`config.mk`:
```
export PLATFORM = sky130hd
export DESIGN_NAME = ravenoc_pkt_rx
export DESIGN_NICKNAME = d
export VERILOG_FILES = /design/src/rtl/ravenoc_pkt_rx.sv
export SDC_FILE = /design/constraint.sdc
export NUM_CORES = 1
export LEC_CHECK = 0
export BUFFER_PORTS_ARGS = -buffer_cell sky130_fd_sc_hd__clkbuf_2
export CELL_PAD_IN_SITES_DETAIL_PLACEMENT = 0
export CELL_PAD_IN_SITES_GLOBAL_PLACEMENT = 1
export CORE_AREA = 4 4 135 137
export DETAILED_ROUTE_END_ITERATION = 8
export DIE_AREA = 0 0 139 141
export PLACE_DENSITY_LB_ADDON = 0.3
export SLEW_MARGIN = 10
export SYNTH_ARGS = -nofsm -noshare
export SYNTH_HDL_FRONTEND = slang
export SYNTH_SLANG_ARGS = --single-unit
```
`constraint.sdc`:
```
create_clock -name clk -period 4 [get_ports clk]
set_clock_uncertainty 0.2 [all_clocks]
set_input_delay 0.4 -clock clk [delete_from_list [all_inputs] [get_ports clk]]
set_output_delay 0.4 -clock clk [all_outputs]
set_load 0.02 [all_outputs]
```
`src/rtl/ravenoc_pkt_rx.sv`:
```
// RaveNoC packet receive endpoint: framing check against head LEN, flit FIFO, optional stats.
// Define RAVENOC_PKT_RX_STATS_EN to build the pkt_cnt/err_cnt counters; otherwise they read 0.
module ravenoc_pkt_rx #(
    parameter int FLIT_DATA_W = 32,
    parameter int FIFO_DEPTH  = 4
) (
    input  logic                   clk,
    input  logic                   arst_n,
    input  logic                   flit_valid,
    input  logic [1:0]             flit_type,
    input  logic [FLIT_DATA_W-1:0] flit_data,
    output logic                   flit_ready,
    output logic                   out_valid,
    output logic [FLIT_DATA_W-1:0] out_data,
    output logic                   out_sop,
    output logic                   out_eop,
    output logic                   out_err,
    input  logic                   out_ready,
    output logic [15:0]            pkt_cnt,
    output logic [15:0]            err_cnt
);

    // state     | meaning
    // S_IDLE    | waiting for a HEAD or HEAD_TAIL flit
    // S_PAYLOAD | remaining_q flits of the current packet still expected
    localparam int AW = $clog2(FIFO_DEPTH);
    localparam int EW = FLIT_DATA_W + 3;

    localparam logic [1:0] T_HEAD      = 2'b00;
    localparam logic [1:0] T_BODY      = 2'b01;
    localparam logic [1:0] T_TAIL      = 2'b10;
    localparam logic [1:0] T_HEAD_TAIL = 2'b11;

    typedef enum logic {S_IDLE, S_PAYLOAD} state_t;

    state_t        state_q, state_d;
    logic [7:0]    remaining_q, remaining_d;
    logic          wr_en, wr_sop, wr_eop, wr_err, frm_err;
    logic          in_xfer, pop, full, empty, ready_en_q;
    logic [AW:0]   wr_ptr_q, rd_ptr_q;
    logic [EW-1:0] mem_q [FIFO_DEPTH];
    logic [EW-1:0] head_entry;

    assign full       = (wr_ptr_q[AW-1:0] == rd_ptr_q[AW-1:0]) && (wr_ptr_q[AW] != rd_ptr_q[AW]);
    assign empty      = (wr_ptr_q == rd_ptr_q);
    assign flit_ready = ready_en_q && !full;
    assign in_xfer    = flit_valid && flit_ready;
    assign pop        = out_valid && out_ready;

    always_comb begin
        state_d     = state_q;
        remaining_d = remaining_q;
        wr_en       = 1'b0;
        wr_sop      = 1'b0;
        wr_eop      = 1'b0;
        wr_err      = 1'b0;
        frm_err     = 1'b0;
        if (in_xfer) begin
            case (state_q)
                S_IDLE: begin
                    case (flit_type)
                        T_HEAD_TAIL: begin
                            wr_en  = 1'b1;
                            wr_sop = 1'b1;
                            wr_eop = 1'b1;
                        end
                        T_HEAD: begin
                            wr_en  = 1'b1;
                            wr_sop = 1'b1;
                            if (flit_data[7:0] == 8'd0) begin
                                wr_eop  = 1'b1;
                                wr_err  = 1'b1;
                                frm_err = 1'b1;
                            end else begin
                                remaining_d = flit_data[7:0];
                                state_d     = S_PAYLOAD;
                            end
                        end
                        default: frm_err = 1'b1;  // stray BODY/TAIL is dropped
                    endcase
                end
                S_PAYLOAD: begin
                    wr_en = 1'b1;
                    if (remaining_q == 8'd1 && flit_type == T_TAIL) begin
                        wr_eop      = 1'b1;
                        state_d     = S_IDLE;
                        remaining_d = 8'd0;
                    end else if (remaining_q != 8'd1 && flit_type == T_BODY) begin
                        remaining_d = remaining_q - 8'd1;
                    end else begin
                        wr_eop      = 1'b1;
                        wr_err      = 1'b1;
                        frm_err     = 1'b1;
                        state_d     = S_IDLE;
                        remaining_d = 8'd0;
                    end
                end
                default: state_d = S_IDLE;
            endcase
        end
    end

    always_ff @(posedge clk or negedge arst_n) begin
        if (!arst_n) begin
            state_q     <= S_IDLE;
            remaining_q <= 8'd0;
            wr_ptr_q    <= '0;
            rd_ptr_q    <= '0;
            ready_en_q  <= 1'b0;
        end else begin
            state_q     <= state_d;
            remaining_q <= remaining_d;
            ready_en_q  <= 1'b1;
            if (wr_en) wr_ptr_q <= wr_ptr_q + 1'b1;
            if (pop)   rd_ptr_q <= rd_ptr_q + 1'b1;
        end
    end

    always_ff @(posedge clk) begin
        if (wr_en) mem_q[wr_ptr_q[AW-1:0]] <= {wr_err, wr_eop, wr_sop, flit_data};
    end

    assign head_entry = mem_q[rd_ptr_q[AW-1:0]];
    assign out_valid  = !empty;
    assign out_data   = out_valid ? head_entry[FLIT_DATA_W-1:0] : '0;
    assign out_sop    = out_valid & head_entry[FLIT_DATA_W];
    assign out_eop    = out_valid & head_entry[FLIT_DATA_W+1];
    assign out_err    = out_valid & head_entry[FLIT_DATA_W+2];

`ifdef RAVENOC_PKT_RX_STATS_EN
    logic [15:0] pkt_cnt_q, err_cnt_q;

    always_ff @(posedge clk or negedge arst_n) begin
        if (!arst_n) begin
            pkt_cnt_q <= 16'd0;
            err_cnt_q <= 16'd0;
        end else begin
            if (wr_en && wr_eop && !wr_err && pkt_cnt_q != 16'hFFFF) pkt_cnt_q <= pkt_cnt_q + 16'd1;
            if (frm_err && err_cnt_q != 16'hFFFF)                    err_cnt_q <= err_cnt_q + 16'd1;
        end
    end

    assign pkt_cnt = pkt_cnt_q;
    assign err_cnt = err_cnt_q;
`else
    assign pkt_cnt = 16'd0;
    assign err_cnt = 16'd0;
`endif

endmodule

```
Yosys cells after proc, flatten, opt, wreduce, memory -nomap -nowiden
Memories as Yosys holds them, arrays and structs flattened.
Index checks and enable logic that the tools add are counted.
{"block": "word_totals", "n_memories": 1, "ramBits": 140, "reg_bits": 16, "output_inout_bits": 69}
{"memory": "mem_q", "depth": 4, "word_bits": 35, "read_ports": 1, "rd_clocked_by_memory_dff": 0, "wr": 1, "line_no": "41", "rtl": "logic [EW-1:0] mem_q [FIFO_DEPTH];"}
{"block": "classes", "eq_ne": 10, "n_addsub": 3, "n_bitwise": 4, "reduce_logical": 12, "mux": 28}
{"operator": "$mux 32", "n": 1}
{"operator": "$mux 8", "n": 4}
{"operator": "$mux 1", "n": 17}
{"operator": "$pmux 8 s2", "n": 1}
{"operator": "$pmux 1 s2", "n": 5}
{"operator": "$eq 8x1->1 const B", "n": 1}
{"operator": "$logic_not 8->1", "n": 1}
{"operator": "$ne 8x1->1 const B", "n": 1}
{"operator": "$sub 8x1->8 const B", "n": 1}
{"operator": "$add 3x1->3 const B", "n": 2}
{"operator": "$logic_and 1x1->1", "n": 6}
{"operator": "$eq 2x2->1 const B", "n": 2}
{"operator": "$and 1x1->1", "n": 3}
{"operator": "$eq 3x3->1", "n": 1}
{"operator": "$reduce_and 3->1", "n": 1}
{"operator": "$eq 2x1->1 const B", "n": 1}
{"operator": "$eq 2x2->1", "n": 1}
{"operator": "$logic_not 1->1", "n": 2}
{"operator": "$logic_not 2->1", "n": 1}
{"operator": "$ne 2x1->1 const B", "n": 1}
{"operator": "$ne 2x2->1 const B", "n": 1}
{"operator": "$reduce_or 2->1", "n": 1}
{"operator": "$ne 1x1->1", "n": 1}
{"operator": "$not 1->1", "n": 1}

Longest topological paths before layout
Gate-level depths: netlist of the first run.
{"block": "logic_depth", "ltp_word": 8, "mapped_depth": 6, "mapped_depth_nobuf": 6}

Least setup slack after synthesis of the first run
No wires, ideal clock.
{"block": "synth_timing", "path_type": "input -> register", "from": "input port flit_type[0]", "to": "memory mem_q[3][0] (netlist bit), enable pin", "cell_stages": 5, "slack_ps": 1228, "t_required_ps": 3403, "setup_ps": 397, "t_arrival_ps": 2175, "path_buffers": 0, "path_cell_list": "inv_1 > ha_1 > nor2b_1 > a311oi_2 > and2_1"}
{"block": "synth_via", "elab_chain_cells": 7}
{"item": "start: declaration", "line_no": "10", "rtl": "input logic [1:0] flit_type,"}
{"item": "$eq 2x2->1 / $logic_not 2->1 (equally long branches)", "line_no": "61", "rtl": "case (flit_type)"}
{"item": "$reduce_or 2->1 (no source line) (*)"}
{"item": "$mux 1 (*)", "line_no": "61"}
{"item": "$pmux 1 s2 (*)", "line_no": "59", "rtl": "case (state_q)"}
{"item": "$mux 1 (*)", "line_no": "58", "rtl": "if (in_xfer) begin"}
{"item": "$mux 1 (*)", "line_no": "120", "rtl": "if (wr_en) mem_q[wr_ptr_q[AW-1:0]] <= {wr_err, wr_eop, wr_sop, flit_data};"}
{"item": "$mux 1 (implied by the code) (*)", "line_no": "120"}
{"item": "end: declaration", "line_no": "41"}
Mark *: on every way between the ends. The rest lies on a longest branch, timed or not.

Worst setup path in the final report of the first run
{"block": "layout_timing", "from": "register wr_ptr_q[0]", "to": "output port out_eop"}
{"block": "layout_via", "elab_chain_cells": 3}
{"item": "start: declaration", "line_no": "40", "rtl": "logic [AW:0] wr_ptr_q, rd_ptr_q;"}
{"item": "start signal: assignment", "line_no": "114", "rtl": "if (wr_en) wr_ptr_q <= wr_ptr_q + 1'b1;"}
{"item": "$eq 3x3->1", "line_no": "45", "rtl": "assign empty = (wr_ptr_q == rd_ptr_q);"}
{"item": "$logic_not 1->1", "line_no": "124", "rtl": "assign out_valid = !empty;"}
{"item": "$and 1x1->1", "line_no": "127", "rtl": "assign out_eop = out_valid & head_entry[FLIT_DATA_W+1];"}
{"item": "end: declaration", "line_no": "16", "rtl": "output logic out_eop,"}
No other way between the ends.

==> out/results.ini, run 1 <==
[final_layout]
seqCellArea_sq_um = 4610
multi_input_area_sq_um = 1890
fill_cells = 1480
finish.instance_area_sq_um = 8100
finalNonFillerCells = 725
areaGrowthSynthToFinish_pct = 20.0
n_antenna_cell = 0
final_nets = 536
drive_gt1_frac = 0.334

[synth]
netlist.area_leader.share = 0.623
postSynth.asyncResetShare = 0.103
syn-cell-area_sq_um = 6750
synthTopCellsByArea = edfxtp_1 (62%), mux4_2 (12%), dfrtp_1 (5.9%), buf_4 (3.7%), and2_1 (3.6%)
synth_cells = 384
ys_ff_latch = 156
yosys-top-cells-count = edfxtp_1 (140), and2_1 (39), mux4_2 (35), buf_4 (33), inv_1 (18)
synth.distinct_cells = 51
synth_enable_flop_cells = 140
ys_warn_count = 0
yosysMostFrequentCell = edfxtp_1
seq_area_frac_synth = 0.682
ys.flop_type = edfxtp_1
yosys.area.top_type = edfxtp_1
syn_avg_cell_area_sq_um = 17.6

[worst_setup_path]
endpoint = out_eop
cp.required_ns = 3.40
worstSetupStartpoint = wr_ptr_q[0]$_DFFE_PN0P_
reg2reg_to = mem_q[1][28]$_DFFE_PP_
worstPathArrival_ns = 2.54
worstSetupEndpointType = primary output
reg2reg_slack_ns = 1.37
cp_max_fo = 23
criticalPathCategory = register to primary output
crit_path_start_kind = register
reg2reg_depth = 4
rr_startpoint = state_q$_DFFE_PN0P_

[timing]
period_needed_ns = 3.14
fmax_mhz = 318
slew_violations = 0
finalSetupViolCount = 0
finalHoldViolCount = 0
rsz0062_at_grt = no
final.setup.worst_slack_ns = 0.858
timing.final.crit_share = 0.785
worst_slew_pin_slew_ns = 0.734
tns_ns = 0
relSlewSlack = 0.511

[grt]
track_usage = 0.135
grt_max_degree = 38
grt_pass1_vias = 3728
grt_antenna_before_repair = 0
grt_pass1_wl_mm = 20.1
grt-ovfl-total = 0

[run_status]
outcome = complete, no violations

[pwr]
p_total_mw = 6.11
p_per_area_nw_per_um2 = 754
p_leak_nw = 2.97
ir_drop_mv = 0.325

[clock_network]
numCtsBuffers = 17
path_clk_slew_ns = 0.06
clk_path_buf_depth = 2
cts_tree = done
clkLatencyLatePin_ns = 0.42
cts-root-buf = clkbuf_16
cts.sinks = 156
postCtsSetupBuffers = 0
cts-htree-levels = 4

[place]
hpwl_mm = 8.06
gp_congestion = 0.745
place_area_sq_um = 7300
portBuffers = 74
dpl.cell_count = 675
pre_cts_slack_ns = 1.20

[routing]
vias = 3520
drtAntennaViolNets = 0
via_per_inst = 4.86
drc = 0
drtIter0Drc = 243
wire_per_inst_um = 17.2
dr.pass1.iters = 4
routed_wirelength_mm = 12.5

[floorplan]
die_w_um = 139
rows = 48
die_area_sq_um = 19600
coreArea_sq_um = 17100
die_h_um = 141
pin_count = 107
start_util = 0.396

[worst_hold_path]
hp-class = input port to register

[flow_run]
max_cap_violations = 0

## state kept, by name, indices dropped and copies added, names as in the netlist
register and cells:
mem_q 140, rd_ptr_q 3, ready_en_q 1, remaining_q 8
state_q 1, wr_ptr_q 3
## critical path, cell delays in order, from the launching register on
cell,delay [ns]
dfrtp_1,0.42
xnor2_1,0.37
nand3b_1,0.61
buf_12,0.38
and2_1,0.18
clkbuf_2,0.17
## how the worst min path moves through the flow
| stage | start | endpoint | slack [ns] | depth (start not counted) |
|---|---|---|---|---|
| global placement | arst_n | remaining_q[7]$_DFFE_PN0P_ | 0.16 | 1 |
| floorplan | arst_n | rd_ptr_q[0]$_DFFE_PN0P_ | -0.1 | 0 |
| finish | flit_data[27] | mem_q[2][27]$_DFFE_PP_ | 0.01 | 1 |
| global route | flit_data[27] | mem_q[1][27]$_DFFE_PP_ | 0.003 | 1 |
| CTS | flit_data[27] | mem_q[2][27]$_DFFE_PP_ | 0.0005 | 1 |
| detailed placement | arst_n | remaining_q[7]$_DFFE_PN0P_ | 0.16 | 1 |
## per-layer routing
layer,track usage,vias to the layer above,part of all wire
li1,-,1632,-
met1,0.169,1786,0.42
met2,0.226,82,0.52
met3,0.0380,20,0.044
met4,0.0494,0,0.016
met5,0,-,0
## logic make-up after synthesis
family                   after synthesis  share of synthesized area
multiplexers                          39                      0.123
XOR/XNOR                               7                    0.00908
other                                  2                    0.00111
flip-flops                           156                      0.682
buffers and inverters                 65                     0.0556
AO/OA/AOI/OAI                         37                     0.0460
adder cells (fa/ha/maj)               11                     0.0204
AND/OR/NAND/NOR                       67                     0.0625
## power by group
part	switching (mW)	leakage [nW]	internal [mW]
clock	0.619	0.299	1.04
combinational	1.34	1.21	0.969
sequential	0.137	1.46	2.00
## repair_timing
| item | 4_1_cts | 5_1_grt |
|---|---|---|
| hold buffers | 18 | 0 |
| gates resized for setup | 0 | 0 |
| hold endpoints to repair | 81 | 0 |
| setup endpoints to repair | 0 | 0 |
## stage by stage
stage / util / hold slack (ns)
4_1_cts: 0.475 / 0.000478
2_1_floorplan: - / -0.0956
3_5_place_dp: 0.428 / 0.162
5_1_grt: 0.475 / 0.00309
3_3_place_gp: 0.428 / 0.164
6_report: 0.475 / 0.0136
## final cells by class
cell class,instances,area share
Clock inverter,15,0.0238
Timing Repair Buffer,100,0.0784
Tap cell,225,0.0347
Inverter,18,0.00834
Sequential cell,156,0.569
Multi-Input combinational cell,194,0.234
Clock buffer,17,0.0525
## cell usage in the layout (no fill, tap or decap), types with 4 or more instances in the layout
cell type	instances
ha_1	11
buf_4	6
clkbuf_16	17
nand2_1	6
inv_1	18
a31oi_1	4
and2_1	35
bufinv_16	4
edfxtp_1	140
dlygate4sd3_1	18
mux4_2	35
conb_1	33
o22ai_1	5
dfrtp_1	14
clkbuf_2	74
and2_2	5
xnor2_1	5
Note: power is estimated with default switching activity, not from simulation.
==> run 2: changes to the inputs <==
==> constraint.sdc (replaced) <==
create_clock -name clk -period 2.94 [get_ports clk]
set_clock_uncertainty 0.2 [all_clocks]
set_input_delay 0.294 -clock clk [delete_from_list [all_inputs] [get_ports clk]]
set_output_delay 0.294 -clock clk [all_outputs]
set_load 0.02 [all_outputs]
==> run 2 against run 1 <==
Wire length rose by 2.7%. Cell count rose by 2.3%. Combinational power increased by 41%. Sequential share of layout area fell by 0.77 points. Via count grew 1.1%. First-iteration DRC count down 34%. Utilization increased by 0.65 points. Largest cell class unchanged. Non-clock buffer count up 17. Largest power group unchanged. Clock power is 22% higher. Die area did not move. Sequential power increased by 34%.
==> out/results.ini, run 2 (synthesis gave the netlist of run 1 again) <==
[clock_network]
clk_path_buf_depth = 2
path_clk_slew_ns = 0.06
cts-htree-levels = 4
cts.sinks = 156
cts-root-buf = clkbuf_16
cts_tree = done
clkLatencyLatePin_ns = 0.41
postCtsSetupBuffers = 0
numCtsBuffers = 17

[routing]
wire_per_inst_um = 17.3
via_per_inst = 4.79
drc = 0
drtAntennaViolNets = 0
drtIter0Drc = 160
dr.pass1.iters = 4
routed_wirelength_mm = 12.8
vias = 3557

[pwr]
comb_power_share = 0.399
power.share.clock = 0.248
p_int_mw = 5.32
p_leak_nw = 3.02
ir_drop_mv = 0.474
p_per_area_nw_per_um2 = 991
switching_share = 0.347
p_sw_mw = 2.82
p_seq_frac = 0.353

[final_layout]
largest_reg_flops = 140
areaGrowthSynthToFinish_pct = 21.7
utilization = 0.482
final_common_cell = edfxtp_1
n_antenna_cell = 0
drive_gt1_frac = 0.319
final_cell_mix = edfxtp_1 (140), clkbuf_2 (74), mux4_2 (35), and2_1 (35), conb_1 (33)
final_nets = 553

[timing]
relSlewSlack = 0.526
slew_violations = 0
finalSetupViolCount = 0
timing.final.crit_share = 0.860
finalHoldViolCount = 0
rsz0062_at_grt = no
period_needed_ns = 2.53
tns_ns = 0
fmax_mhz = 395
worst_slew_pin_slew_ns = 0.709

[worst_setup_path]
cp_max_fo = 37
worstPathCellList = buf_12 -> mux4_2 -> and2_1 -> clkbuf_2
crit_path_start_kind = register
crit_path_top_delay_cell = mux4_2
worstSetupEndpointType = primary output
worstPathArrival_ns = 2.04
max_stage_delay_ns = 0.59
cp.required_ns = 2.45
criticalPathCategory = register to primary output

[place]
hpwl_mm = 8.21
portBuffers = 74
gp_congestion = 0.841

[floorplan]
die_h_um = 141
pin_count = 107
rows = 48
die_w_um = 139
start_util = 0.396
die_area_sq_um = 19600
coreArea_sq_um = 17100

[grt]
grt_pass1_wl_mm = 20.6
grt_antenna_before_repair = 0
grt_pass1_vias = 3738
grt_max_degree = 38
track_usage = 0.137
grt-ovfl-total = 0

[worst_hold_path]
hp-class = input port to register

[flow_run]
max_cap_violations = 0

[run_status]
outcome = complete, no violations

run 2: changes by cell type in the layout (fill, tap and decap cells not counted), sizes merged:
cell	previous run	this run
clkbuf	91	95
dlygate4sd3	18	32
clkinv	6	9
clkinvlp	2	0
inv	21	18
buf	8	11
bufinv	4	2
run 2: layout make-up:
type                       count  area, sq um
clock buffer                  21          440
fill                        1476         8840
timing repair buffer         117          823
tap                          225          282
inverter                      18         67.6
clock inverter                11          101
multi-input combinational    194         1890
sequential                   156         4610
run 2: layer usage:
layer	up-vias	wire, um	GRT usage
met3	12	504	0.0336
met4	0	136	0.0417
li1	1659	-	-
met1	1800	5720	0.179
met5	-	0	0
met2	86	6480	0.227
run 2: final timing paths:
check	to	start	slack [ns]	depth (start not counted)
setup / recovery	out_data[23]	rd_ptr_q[0]$_DFFE_PN0P_	0.41	4
min in group asynchronous	remaining_q[6]$_DFFE_PN0P_	arst_n	0.15	2
max in group asynchronous	rd_ptr_q[0]$_DFFE_PN0P_	arst_n	2.05	2
hold reg to reg	rd_ptr_q[2]$_DFFE_PN0P_	rd_ptr_q[2]$_DFFE_PN0P_	0.29	1
hold / removal	mem_q[2][0]$_DFFE_PP_	flit_data[0]	0.02	1
setup reg to reg	mem_q[1][34]$_DFFE_PP_	remaining_q[1]$_DFFE_PN0P_	0.55	6
run 2: critical path: cells and delay by family (launching register included):
family,cells,cell delay (ns)
multiplexers,1,0.59
buffers and inverters,2,0.44
AND/OR/NAND/NOR,1,0.18
flip-flops,1,0.39
run 2: what timing repair did:
item | 4_1_cts | 5_1_grt
resized for setup | 0 | 0
hold buffers | 32 | 0
endpoints found under the hold margin | 138 | 0
run 2: power groups by stage:
stage / combinational [mW] / sequential [mW] / clock, mW
4_1_cts: 3.33 / 2.87 / 2.06
3_5_place_dp: 3.28 / 2.92 / 0
3_3_place_gp: 3.26 / 2.90 / 0
2_1_floorplan: 2.33 / 2.88 / 0
6_report: 3.25 / 2.87 / 2.02
5_1_grt: 3.56 / 2.90 / 2.16
run 2: metrics by stage:
stage	worst slack, ns	power [mW]	area [sq um]	std cells	hold slack (ns)
4_1_cts	0.349	8.27	8210	742	0.00563
6_report	0.411	8.14	8210	742	0.0207
3_3_place_gp	0.400	6.17	7350	678	0.0663
3_5_place_dp	0.389	6.20	7350	678	0.0605
2_1_floorplan	0.264	5.21	6870	415	-0.202
5_1_grt	0.273	8.61	8210	742	0.0174
==> run 3: changes to the inputs <==
--- a/config.mk
+++ b/config.mk
@@ -5,12 +5,13 @@
 export SDC_FILE = /design/constraint.sdc
 export NUM_CORES = 1
 export LEC_CHECK = 0
-export BUFFER_PORTS_ARGS = -buffer_cell sky130_fd_sc_hd__clkbuf_2
+export ABC_AREA = 1
 export CELL_PAD_IN_SITES_DETAIL_PLACEMENT = 0
 export CELL_PAD_IN_SITES_GLOBAL_PLACEMENT = 1
-export CORE_AREA = 4 4 135 137
+export CORE_AREA = 4 4 138 140
 export DETAILED_ROUTE_END_ITERATION = 8
-export DIE_AREA = 0 0 139 141
+export DIE_AREA = 0 0 142 144
+export DONT_BUFFER_PORTS = 1
 export PLACE_DENSITY_LB_ADDON = 0.3
 export SLEW_MARGIN = 10
 export SYNTH_ARGS = -nofsm -noshare
==> constraint.sdc (replaced) <==
create_clock -name clk -period 2.9 [get_ports clk]
set_clock_uncertainty 0.2 [all_clocks]
set_input_delay 0.29 -clock clk [delete_from_list [all_inputs] [get_ports clk]]
set_output_delay 0.29 -clock clk [all_outputs]
set_load 0.02 [all_outputs]
==> run 3 against run 2 <==
Register-to-register slack gained 0.29 ns. Total power grew 3.8%. Clock power grew 14%. Utilization shrank 2.2 points. Combinational power is essentially flat. Non-clock buffer count shrank 67.
==> out/results.ini, run 3 <==
[worst_setup_path]
crit_path_start_kind = register
criticalPathCategory = register to primary output
worstSetupStartpoint = rd_ptr_q[0]$_DFFE_PN0P_
cp_max_fo = 48
crit_path_top_delay_cell = dfrtp_2
critical_path_buf_inv_count = 3
rr_startpoint = wr_ptr_q[0]$_DFFE_PN0P_
endpoint = out_err
worstPathCellList = inv_6 -> buf_12 -> nor2_1 -> o32ai_1 -> nand2_1 -> inv_1
crit_family = buffers and inverters
reg2reg_slack_ns = 0.84
worstSetupEndpointType = primary output
max_stage_delay_ns = 0.44
reg2reg_depth = 9
reg2reg_to = mem_q[2][4]$_DFFE_PP_
worstPathArrival_ns = 2.01
cp.required_ns = 2.41
crit_cells = 6

[timing]
worst_slew_pin_slew_ns = 0.786
rsz0062_at_grt = no
slew_violations = 0
fmax_mhz = 400
relSlewSlack = 0.474
period_needed_ns = 2.50
finalSetupViolCount = 0
finalHoldViolCount = 0
timing.final.crit_share = 0.861

[final_layout]
n_antenna_cell = 0
finalNonFillerCells = 915
multi_input_area_sq_um = 1940
drive_gt1_frac = 0.0962
areaGrowthSynthToFinish_pct = 16.6
seqCellArea_sq_um = 4610
final_cell_mix = edfxtp_1 (140), nor2_1 (120), nand2_1 (111)
utilization = 0.459
largest_reg_flops = 140
fill_cells = 1622
final_common_cell = edfxtp_1
final_nets = 722

[run_status]
outcome = complete, no violations

[floorplan]
start_util = 0.394
pin_count = 107
die_w_um = 142
coreArea_sq_um = 17800
rows = 49
die_h_um = 144
die_area_sq_um = 20400

[grt]
track_usage = 0.148
grt_antenna_before_repair = 0
grt_max_degree = 49
grt_pass1_vias = 4448
grt-ovfl-total = 0
grt_pass1_wl_mm = 23.2

[pwr]
p_leak_nw = 3.22
switching_share = 0.404
p_sw_mw = 3.41
p_int_mw = 5.03
ir_drop_mv = 0.512
p_per_area_nw_per_um2 = 1030
p_seq_frac = 0.341
power.share.clock = 0.273
comb_power_share = 0.386

[routing]
via_per_inst = 4.88
drtIter0Drc = 226
vias = 4465
drc = 0
dr.pass1.iters = 4
drtAntennaViolNets = 0
wire_per_inst_um = 16.1
routed_wirelength_mm = 14.8

[clock_network]
clk_path_buf_depth = 2
clkLatencyLatePin_ns = 0.42
numCtsBuffers = 17
cts_tree = done
path_clk_slew_ns = 0.06
cts-htree-levels = 4
cts.sinks = 156
cts-root-buf = clkbuf_16

[synth]
yosys.area.top_type = edfxtp_1
yosysMostFrequentCell = edfxtp_1
synth.distinct_cells = 32
seq_area_frac_synth = 0.655
postSynth.asyncResetShare = 0.103
yosys-top-cells-count = edfxtp_1 (140), nor2_1 (124), nand2_1 (111), inv_1 (57), o21ai_0 (37)
synth_enable_flop_cells = 140
netlist.area_leader.share = 0.598
ys.flop_type = edfxtp_1
synth_cells = 635
syn-cell-area_sq_um = 7030
syn_avg_cell_area_sq_um = 11.1
ys_ff_latch = 156
ys_warn_count = 0
synthTopCellsByArea = edfxtp_1 (60%), nor2_1 (6.6%), nand2_1 (5.9%), dfrtp_1 (5.7%), o32ai_1 (4.4%)

[place]
dpl.cell_count = 849
hpwl_mm = 9.34
portBuffers = 0
gp_congestion = 0.830

[worst_hold_path]
hp-class = input port to register

[flow_run]
max_cap_violations = 0

==> run 3: cell types whose count changed after synthesis, moves of 7 or more <==
cell,before,now
nor2_1,3,124
o21ai_1,2,9
and2_1,39,0
inv_1,18,57
nand2_1,6,111
mux4_2,35,0
o21ai_0,2,37
o32ai_1,0,35
==> run 3: how the worst min path moves through the flow <==
| stage | startpoint | end | cells after the start |
|---|---|---|---|
| after floorplan | arst_n | rd_ptr_q[0]$_DFFE_PN0P_ | 0 |
| after global placement | arst_n | remaining_q[1]$_DFFE_PN0P_ | 0 |
| after detailed placement | arst_n | remaining_q[0]$_DFFE_PN0P_ | 0 |
| after CTS | flit_valid | state_q$_DFFE_PN0P_ | 4 |
| after global routing | flit_valid | state_q$_DFFE_PN0P_ | 4 |
| final | flit_valid | state_q$_DFFE_PN0P_ | 4 |
==> run 3: metal layers <==
layer | vias to the layer above | track usage | part of all wire
met2 | 116 | 0.244 | 0.48
met5 | - | 0 | 0
met3 | 12 | 0.0397 | 0.050
met1 | 2178 | 0.188 | 0.46
li1 | 2159 | - | -
met4 | 0 | 0.0566 | 0.012
==> run 3: power by group through the flow <==
stage / registers, mW / clock network (mW) / logic (mW)
3_5_place_dp: 2.92 / 0 / 3.24
4_1_cts: 2.87 / 2.35 / 3.32
6_report: 2.88 / 2.31 / 3.26
3_3_place_gp: 2.92 / 0 / 3.21
5_1_grt: 2.91 / 2.45 / 3.66
2_1_floorplan: 2.88 / 0 / 2.66
==> run 3: metrics by stage <==
stage	hold slack, ns	setup slack, ns	setup TNS [ns]	instance area, sq um	total power [mW]
finish	0.0642	0.402	0	8190	8.44
global route	0.0897	0.250	0	8190	9.01
CTS	0.0487	0.333	0	8190	8.55
detailed placement	-0.205	0.786	0	7230	6.16
global placement	-0.205	0.785	0	7230	6.12
floorplan	-0.206	-0.237	-33.14	7150	5.54
==> run 3: timing repair <==
item / 4_1_cts / 5_1_grt
resized for setup: 0 / 0
endpoints found under the hold margin: 155 / 0
setup buffers: 0 / 0
hold buffers: 34 / 0
==> run 3: kinds of logic after synthesis <==
logic type	after synthesis	synth area share
other	2	0.00107
flip-flops	156	0.655
AO/OA/AOI/OAI	83	0.0781
XOR/XNOR	7	0.00979
AND/OR/NAND/NOR	256	0.147
adder cells (fa/ha/maj)	11	0.0196
buffers and inverters	120	0.0893
==> run 3: final cells by class <==
class                           instances  area share
Sequential cell                       156       0.562
Multi-Input combinational cell        390       0.237
Timing Repair Buffer                   50      0.0623
Clock buffer                           18      0.0524
Tap cell                              229      0.0350
Inverter                               58      0.0272
Clock inverter                         14      0.0237
==> run 3: worst min-delay path: stages <==
cell and delay, ns:
nand3_4 0.06, buf_4 0.19, nand2_1 0.07, nand2_1 0.05
